[config.mk]
export PLATFORM = sky130hd
export DESIGN_NAME = pc_seq
export DESIGN_NICKNAME = d
export VERILOG_FILES = /design/src/rtl/pc_seq.sv
export SDC_FILE = /design/constraint.sdc
export NUM_CORES = 1
export LEC_CHECK = 0
export BUFFER_PORTS_ARGS = -buffer_cell sky130_fd_sc_hd__buf_2
export CAP_MARGIN = 15
export CORE_ASPECT_RATIO = 1.75
export CORE_MARGIN = 1.5
export CORE_UTILIZATION = 25
export DETAILED_ROUTE_END_ITERATION = 16
export SLEW_MARGIN = 40
export SYNTH_ARGS = -nofsm -noshare
export SYNTH_HDL_FRONTEND = slang
export SYNTH_SLANG_ARGS = --single-unit
export TNS_END_PERCENT = 1
[constraint.sdc]
create_clock -name clk -period 3.9 [get_ports clk]
set_input_delay 0.78 -clock clk [delete_from_list [all_inputs] [get_ports clk]]
set_output_delay 0.78 -clock clk [all_outputs]
set_load 0.005 [all_outputs]
[src/rtl/pc_seq.sv]
// ---------------------------------------------------------------------------
// pc_seq - program-counter sequencer for the multi-cycle MIPS core.
//
// Every instruction takes PHASES unstalled clocks. An internal phase counter
// runs 0..PHASES-1. The PC commits once per instruction, on the clock where
// the phase wraps. A redirect (branch, region jump or register jump) may be
// requested at any unstalled clock of the instruction. It is held pending
// until the commit edge, and the last request wins. The sequencer also
// produces the instruction-memory fetch enable.
//
// Parameters:
//   ADDR_W      PC width in bits
//   OFF_W       branch/jump byte-offset width (two's complement for branch)
//   PHASES      clocks per instruction, 2..16
//   FETCH_PHASE phase at which fetch_en asserts, < PHASES
//   RESET_PC    word-aligned PC loaded on reset
//
// Ports:
//   clk          rising-edge clock
//   rst_n        asynchronous active-low reset
//   stall        freezes phase, pc and pending redirect; blocks capture
//   redir_valid  redirect request strobe
//   redir_type   01 branch rel, 10 region jump, 11 register jump, 00 ignored
//   offset       byte offset for types 01/10
//   target       absolute target for type 11
//   pc           current instruction address
//   phase        current phase
//   fetch_en     (phase == FETCH_PHASE) & ~stall
//   instr_done   one-cycle pulse after each commit edge
//   redir_ack    one-cycle pulse with instr_done when a redirect was taken
// ---------------------------------------------------------------------------
module pc_seq #(
  parameter int                ADDR_W      = 32,
  parameter int                OFF_W       = 18,
  parameter int                PHASES      = 4,
  parameter int                FETCH_PHASE = 1,
  parameter logic [ADDR_W-1:0] RESET_PC    = '0
) (
  input  logic              clk,
  input  logic              rst_n,
  input  logic              stall,
  input  logic              redir_valid,
  input  logic [1:0]        redir_type,
  input  logic [OFF_W-1:0]  offset,
  input  logic [ADDR_W-1:0] target,
  output logic [ADDR_W-1:0] pc,
  output logic [3:0]        phase,
  output logic              fetch_en,
  output logic              instr_done,
  output logic              redir_ack
);

  localparam logic [3:0]        LAST_PHASE = 4'(PHASES - 1);
  localparam logic [3:0]        FETCH_IDX  = 4'(FETCH_PHASE);
  localparam logic [ADDR_W-1:0] WORD_STEP  = ADDR_W'(4);
  localparam logic [ADDR_W-1:0] ALIGN_MASK = ~ADDR_W'(3);

  logic [ADDR_W-1:0] pend_pc;
  logic              pend_valid;
  logic [ADDR_W-1:0] branch_tgt;
  logic [ADDR_W-1:0] region_tgt;
  logic [ADDR_W-1:0] raw_tgt;
  logic [ADDR_W-1:0] redir_tgt;
  logic              capture;
  logic              commit;

  // Target is computed from the pc in effect at the capture edge. The
  // bottom two bits are cleared for every type so the PC stays word aligned.
  always_comb begin
    branch_tgt = pc + {{(ADDR_W-OFF_W){offset[OFF_W-1]}}, offset};
    region_tgt = {pc[ADDR_W-1:OFF_W], offset};
    case (redir_type)
      2'b01:   raw_tgt = branch_tgt;
      2'b10:   raw_tgt = region_tgt;
      default: raw_tgt = target;
    endcase
    redir_tgt = raw_tgt & ALIGN_MASK;
  end

  assign capture  = ~stall & redir_valid & (redir_type != 2'b00);
  assign commit   = ~stall & (phase == LAST_PHASE);
  assign fetch_en = (phase == FETCH_IDX) & ~stall;

  // A request that arrives on the commit edge itself is newer than anything
  // pending, so it takes priority. The pending flag is cleared on every
  // commit. That way each redirect applies to exactly one instruction.
  always_ff @(posedge clk or negedge rst_n) begin
    if (!rst_n) begin
      pc         <= RESET_PC;
      phase      <= '0;
      pend_pc    <= '0;
      pend_valid <= 1'b0;
      instr_done <= 1'b0;
      redir_ack  <= 1'b0;
    end else begin
      instr_done <= commit;
      redir_ack  <= commit & (capture | pend_valid);
      if (!stall) begin
        phase <= (phase == LAST_PHASE) ? 4'd0 : phase + 4'd1;
      end
      if (commit) begin
        if (capture) begin
          pc <= redir_tgt;
        end else if (pend_valid) begin
          pc <= pend_pc;
        end else begin
          pc <= pc + WORD_STEP;
        end
        pend_valid <= 1'b0;
      end else if (capture) begin
        pend_pc    <= redir_tgt;
        pend_valid <= 1'b1;
      end
    end
  end

endmodule

# ---- Word level (Yosys, flattened, before mapping)
# Index checks and enable logic that the tools add are counted.
dict set report word_totals {
  wordCells 30
  register_bits 69
  input_bits 56
}
dict set report classes {
  n_reduce_logical 3
  mux 6
  n_eq_ne 4
  n_addsub 3
  bitwise_logic 8
}
# operator n
set ops {}
lappend ops {{$mux W32} 2}
lappend ops {{$pmux W32 S2} 1}
lappend ops {{$add A32 B3 Y32 const B} 1}
lappend ops {{$add A32 B32 Y32} 1}
lappend ops {{$and A1 B1 Y1} 5}
lappend ops {{$add A4 B1 Y4 const B} 1}
lappend ops {{$eq A4 B1 Y1 const B} 1}
lappend ops {{$eq A4 B2 Y1 const B} 1}
lappend ops {{$mux W4} 1}
lappend ops {{$reduce_bool A2 Y1} 2}
lappend ops {{$eq A2 B1 Y1 const B} 1}
lappend ops {{$eq A2 B2 Y1 const B} 1}
lappend ops {{$mux W1} 2}
lappend ops {{$not A1 Y1} 2}
lappend ops {{$reduce_and A2 Y1} 1}
lappend ops {{$or A1 B1 Y1} 1}

# ---- Longest topological paths before layout
dict set report depth {
  word_depth 5
  mapped_depth 11
  depth_no_buf 10
}

# ---- Worst setup path before layout
# No wires, ideal clock.
dict set report synth_path {
  kind {input port to flip-flop}
  startpoint {in offset[8]}
  endpoint {reg pc[27]}
  required_ps 3774
  setup_ps 126
  setup_slack_ps 825
  t_arrival_ps 2950
  n_path_buf 1
  cell_stages 10
  path_cell_list {ha_1 -> clkbuf_1 -> nand2_1 -> o21ai_0 -> a22oi_2 -> o31ai_2 -> a21oi_2 -> xnor2_1 -> a221o_1 -> a221o_1}
}
dict set report synth_via {
  elab_chain_cells 3
}
# item line_no
set synth_lines {}
lappend synth_lines {{from (decl)} 44} ;# input logic [OFF_W-1:0] offset,
lappend synth_lines {{$add A32 B32 Y32} 70} ;# branch_tgt = pc + {{(ADDR_W-OFF_W){offset[OFF_W-1]}}, offset};
lappend synth_lines {{$pmux W32 S2} 72} ;# case (redir_type)
lappend synth_lines {{$mux W32} 102} ;# if (capture) begin
lappend synth_lines {{to (signal assigned)} 103} ;# pc <= redir_tgt;
lappend synth_lines {{to (signal assigned)} 105} ;# pc <= pend_pc;
lappend synth_lines {{to (signal assigned)} 107} ;# pc <= pc + WORD_STEP;
lappend synth_lines {{to (decl)} 46} ;# output logic [ADDR_W-1:0] pc,
# Every way passes these cells.
# A chain may end at the register's enable or synchronous reset.

# ---- Final worst setup path
dict set report layout_path {
  startpoint {reg pc[4]}
  endpoint {reg pc[23]}
}
dict set report layout_via {
  elab_chain_cells 3
  word_cells_on_any_way 5
  classes_between {add/sub: 2; mux: 3}
}
# item line_no
set layout_lines {}
lappend layout_lines {{$add A32 B32 Y32 / $add A32 B3 Y32 (equally long branches)} {70, 107}}
lappend layout_lines {{$pmux W32 S2 / $mux W32 (equally long branches)} {72, 104}}
lappend layout_lines {{$mux W32 (*)} 102}
# Mark *: on every way between the ends. The rest lies on a longest branch, timed or not.

==> impl_metrics.ini <==
[status]
status = completed

[sta]
hold_viol_final = 0
worst_pin_slew_ns = 0.674
setup_viol = 0
fin_crit_sh_pct = 85.1
setup-tns-final_ns = 0
finalMaxSlewViolations = 0
relSlewSlack_pct = 54.8
rsz0062_at_grt = no
fmax_ghz = 0.301
layout_min_cycle_time_ns = 3.32
skew_ns = 0.00916

[clock_network]
post_cts_buffers = 0
ctsHoldBuffers = 0
cts_tree = done
cts-root-buf = clkbuf_16
cts_buffers = 9
clk_path_buf_depth = 2
ctsResizeCount = 0
clock-sinks = 67
clk_pin_slew_ns = 0.06
clock_latency_ns = 0.35
htreeDepth = 3

[die]
die_height_um = 204
start_util_pct = 25.5
rows = 73
dieArea_um2 = 24200
core_area_um2 = 22700
pin_count = 95
die_width_um = 118

[setup_path]
cp-start-kind = flip-flop
arrival_ns = 3.56
crit_family = compound AO/OA/AOI/OAI gates
cp_cell_sequence = ha_1, nand3_1, o211ai_1, a22oi_2, o31ai_2, a21boi_0, xor2_1, nor3_1, o32a_1
cpPeakStageDelay_ns = 0.66
cp.required_ns = 4.14
path_buf_inv = 0
cp-startpoint = pc[4]$_DFFE_PN0P_
worstReg2RegStart = pc[4]$_DFFE_PN0P_
slowest_stage = o31ai_2
endpoint_kind = flip-flop
crit_type = flip-flop to flip-flop
path_max_fanout = 8

[routing]
drc = 0
wirelength_mm = 21.5
wl_per_cell_um = 18.9
post_drt_via_cell_ratio = 5.42
vias = 6169
drtIter0Drc = 447
drtAntennaViolNets = 0
first_pass_iters = 5

[power]
ir_drop_uv = 236
seqPwrFrac_pct = 28.4
switchingPower_mw = 2.30
p_sw_share_pct = 46.1
p_int_mw = 2.68
power_mw = 4.98
clockPowerShare_pct = 17.5
pwr-share-comb_pct = 54.1
leakagePower_nw = 3.06
power_density_nw_per_um2 = 717

[logic_synthesis]
ys.flop_type = dfrtp_1
yosysWarnings = 0
yosys.area.top_type = dfrtp_1
syn-cell-area_um2 = 5800
ys_async_sr_fraction_pct = 100
synth_cell_type_count = 68
synth_seq_cells = 67
yosysTopAreaCellShare_pct = 28.9
yosysSeqAreaShare_pct = 28.9
synth_area_per_cell_um2 = 7.68
synthTopCellsByArea = dfrtp_1 (29%), nand2_1 (7.6%), ha_1 (7.6%)
synth_edf_count = 0
syn_inst = 755

[placement]
dp_hpwl_mm = 16.3
port_buffers = 88
gp_congestion = 0.948
dpl-instance-area_um2 = 6640

[global_route]
grt_overflow = 0
antenna_found_initial = 0
grt_usage_pct = 18.0
grt_max_degree = 51
grt_pass1_vias = 6056
grt_pass1_wl_mm = 33.3

[layout]
nets = 924
drive_above_1_share_pct = 17.4
final_area_um2 = 6950
utilization_pct = 30.6
synthToLayoutAreaGrowth_pct = 19.9
nFillCells = 2448
antenna_cells = 0

[hold_path]
hold_class = input port to async pin

[flow_run]
drv_cap = 0
[synth_stat cells, types with 7 or more instances]
cell / n
nand2_1: 117
o21ai_0: 74
nor2_1: 72
dfrtp_1: 67
a21oi_1: 64
clkbuf_1: 43
ha_1: 35
xnor2_1: 24
nand3_1: 23
xor2_1: 23
and3_1: 15
inv_1: 14
nand4_1: 13
a21o_1: 12
nor3_1: 12
o21a_1: 11
a211oi_1: 8
a221oi_1: 8
mux2_2: 7
[cells in the final DEF, fill, tap and decap left out, types with 24 or more instances in the layout]
cell type and count:
nand2_1 117, buf_2 88, o21ai_0 74, nor2_1 72, dfrtp_1 67, a21oi_1 64, ha_1 34, buf_4 25
xnor2_1 24
[power groups by stage]
stage	Clock (mW)	Sequential (mW)	Combinational, mW
floorplan	0	1.30	1.88
global placement	0	1.41	2.65
detailed placement	0	1.42	2.67
CTS	0.891	1.41	2.69
global route	0.927	1.46	3.01
finish	0.870	1.42	2.70
[per-stage QoR]
step	setup WS, ns	hold slack, ns	cells
2_1_floorplan	0.825	0.445	756
3_3_place_gp	0.325	0.457	1122
3_5_place_dp	0.305	0.464	1122
4_1_cts	0.648	0.406	1138
5_1_grt	0.486	0.427	1138
6_report	0.580	0.394	1138
[worst paths after layout]
| kind | end | cells after the start | slack [ns] |
|---|---|---|---|
| max | pc[23]$_DFFE_PN0P_ | 9 | 0.58 |
| min in group clk | pend_pc[16]$_DFFE_PN0P_ | 2 | 0.48 |
| min reg2reg | pend_pc[16]$_DFFE_PN0P_ | 2 | 0.48 |
| min | pend_pc[11]$_DFFE_PN0P_ | 1 | 0.39 |
| max reg2reg | pc[23]$_DFFE_PN0P_ | 9 | 0.58 |
| max in group asynchronous | pc[30]$_DFFE_PN0P_ | 2 | 2.69 |
[metal layers]
layer | vias up | wire length (µm) | global-route usage, % | part of all wire (%)
li1 | 2911 | - | - | -
met1 | 2942 | 7820 | 18.5 | 36
met2 | 229 | 11000 | 32.4 | 51
met3 | 87 | 913 | 2.57 | 4.2
met4 | 0 | 1740 | 14.2 | 8.1
met5 | - | 0 | 0 | 0
[final cells by class]
type	instances	area, µm²	area share, %
Multi-Input combinational cell	626	3880	55.8
Clock inverter	5	60.1	0.864
Timing Repair Buffer	114	648	9.32
Clock buffer	11	253	3.64
Inverter	15	56.3	0.810
Tap cell	300	375	5.40
Sequential cell	67	1680	24.1
[worst reg2reg max path, stage by stage, from the launching register on]
cell and delay (ns):
dfrtp_1 0.49, ha_1 0.42, nand3_1 0.12, o211ai_1 0.36, a22oi_2 0.20, o31ai_2 0.66
a21boi_0 0.25, xor2_1 0.29, nor3_1 0.07, o32a_1 0.35
[flip-flops by register name, summed over array words and instances (netlist names)]
| register | cells |
|---|---|
| phase | 4 |
| redir_ack | 1 |
| pend_pc | 30 |
| pend_valid | 1 |
| instr_done | 1 |
| pc | 30 |
[kinds of logic after synthesis]
| family | Yosys count | share of synthesized area (%) |
|---|---|---|
| compound gates | 249 | 27.9 |
| xor+xnor | 47 | 7.10 |
| fa+ha+maj | 35 | 7.55 |
| buf+inv | 63 | 4.25 |
| flops | 67 | 28.9 |
| mux | 12 | 2.22 |
| other cells | 1 | 0.0647 |
| simple gates | 281 | 22.0 |
Power figures use the tool's default switching activity.
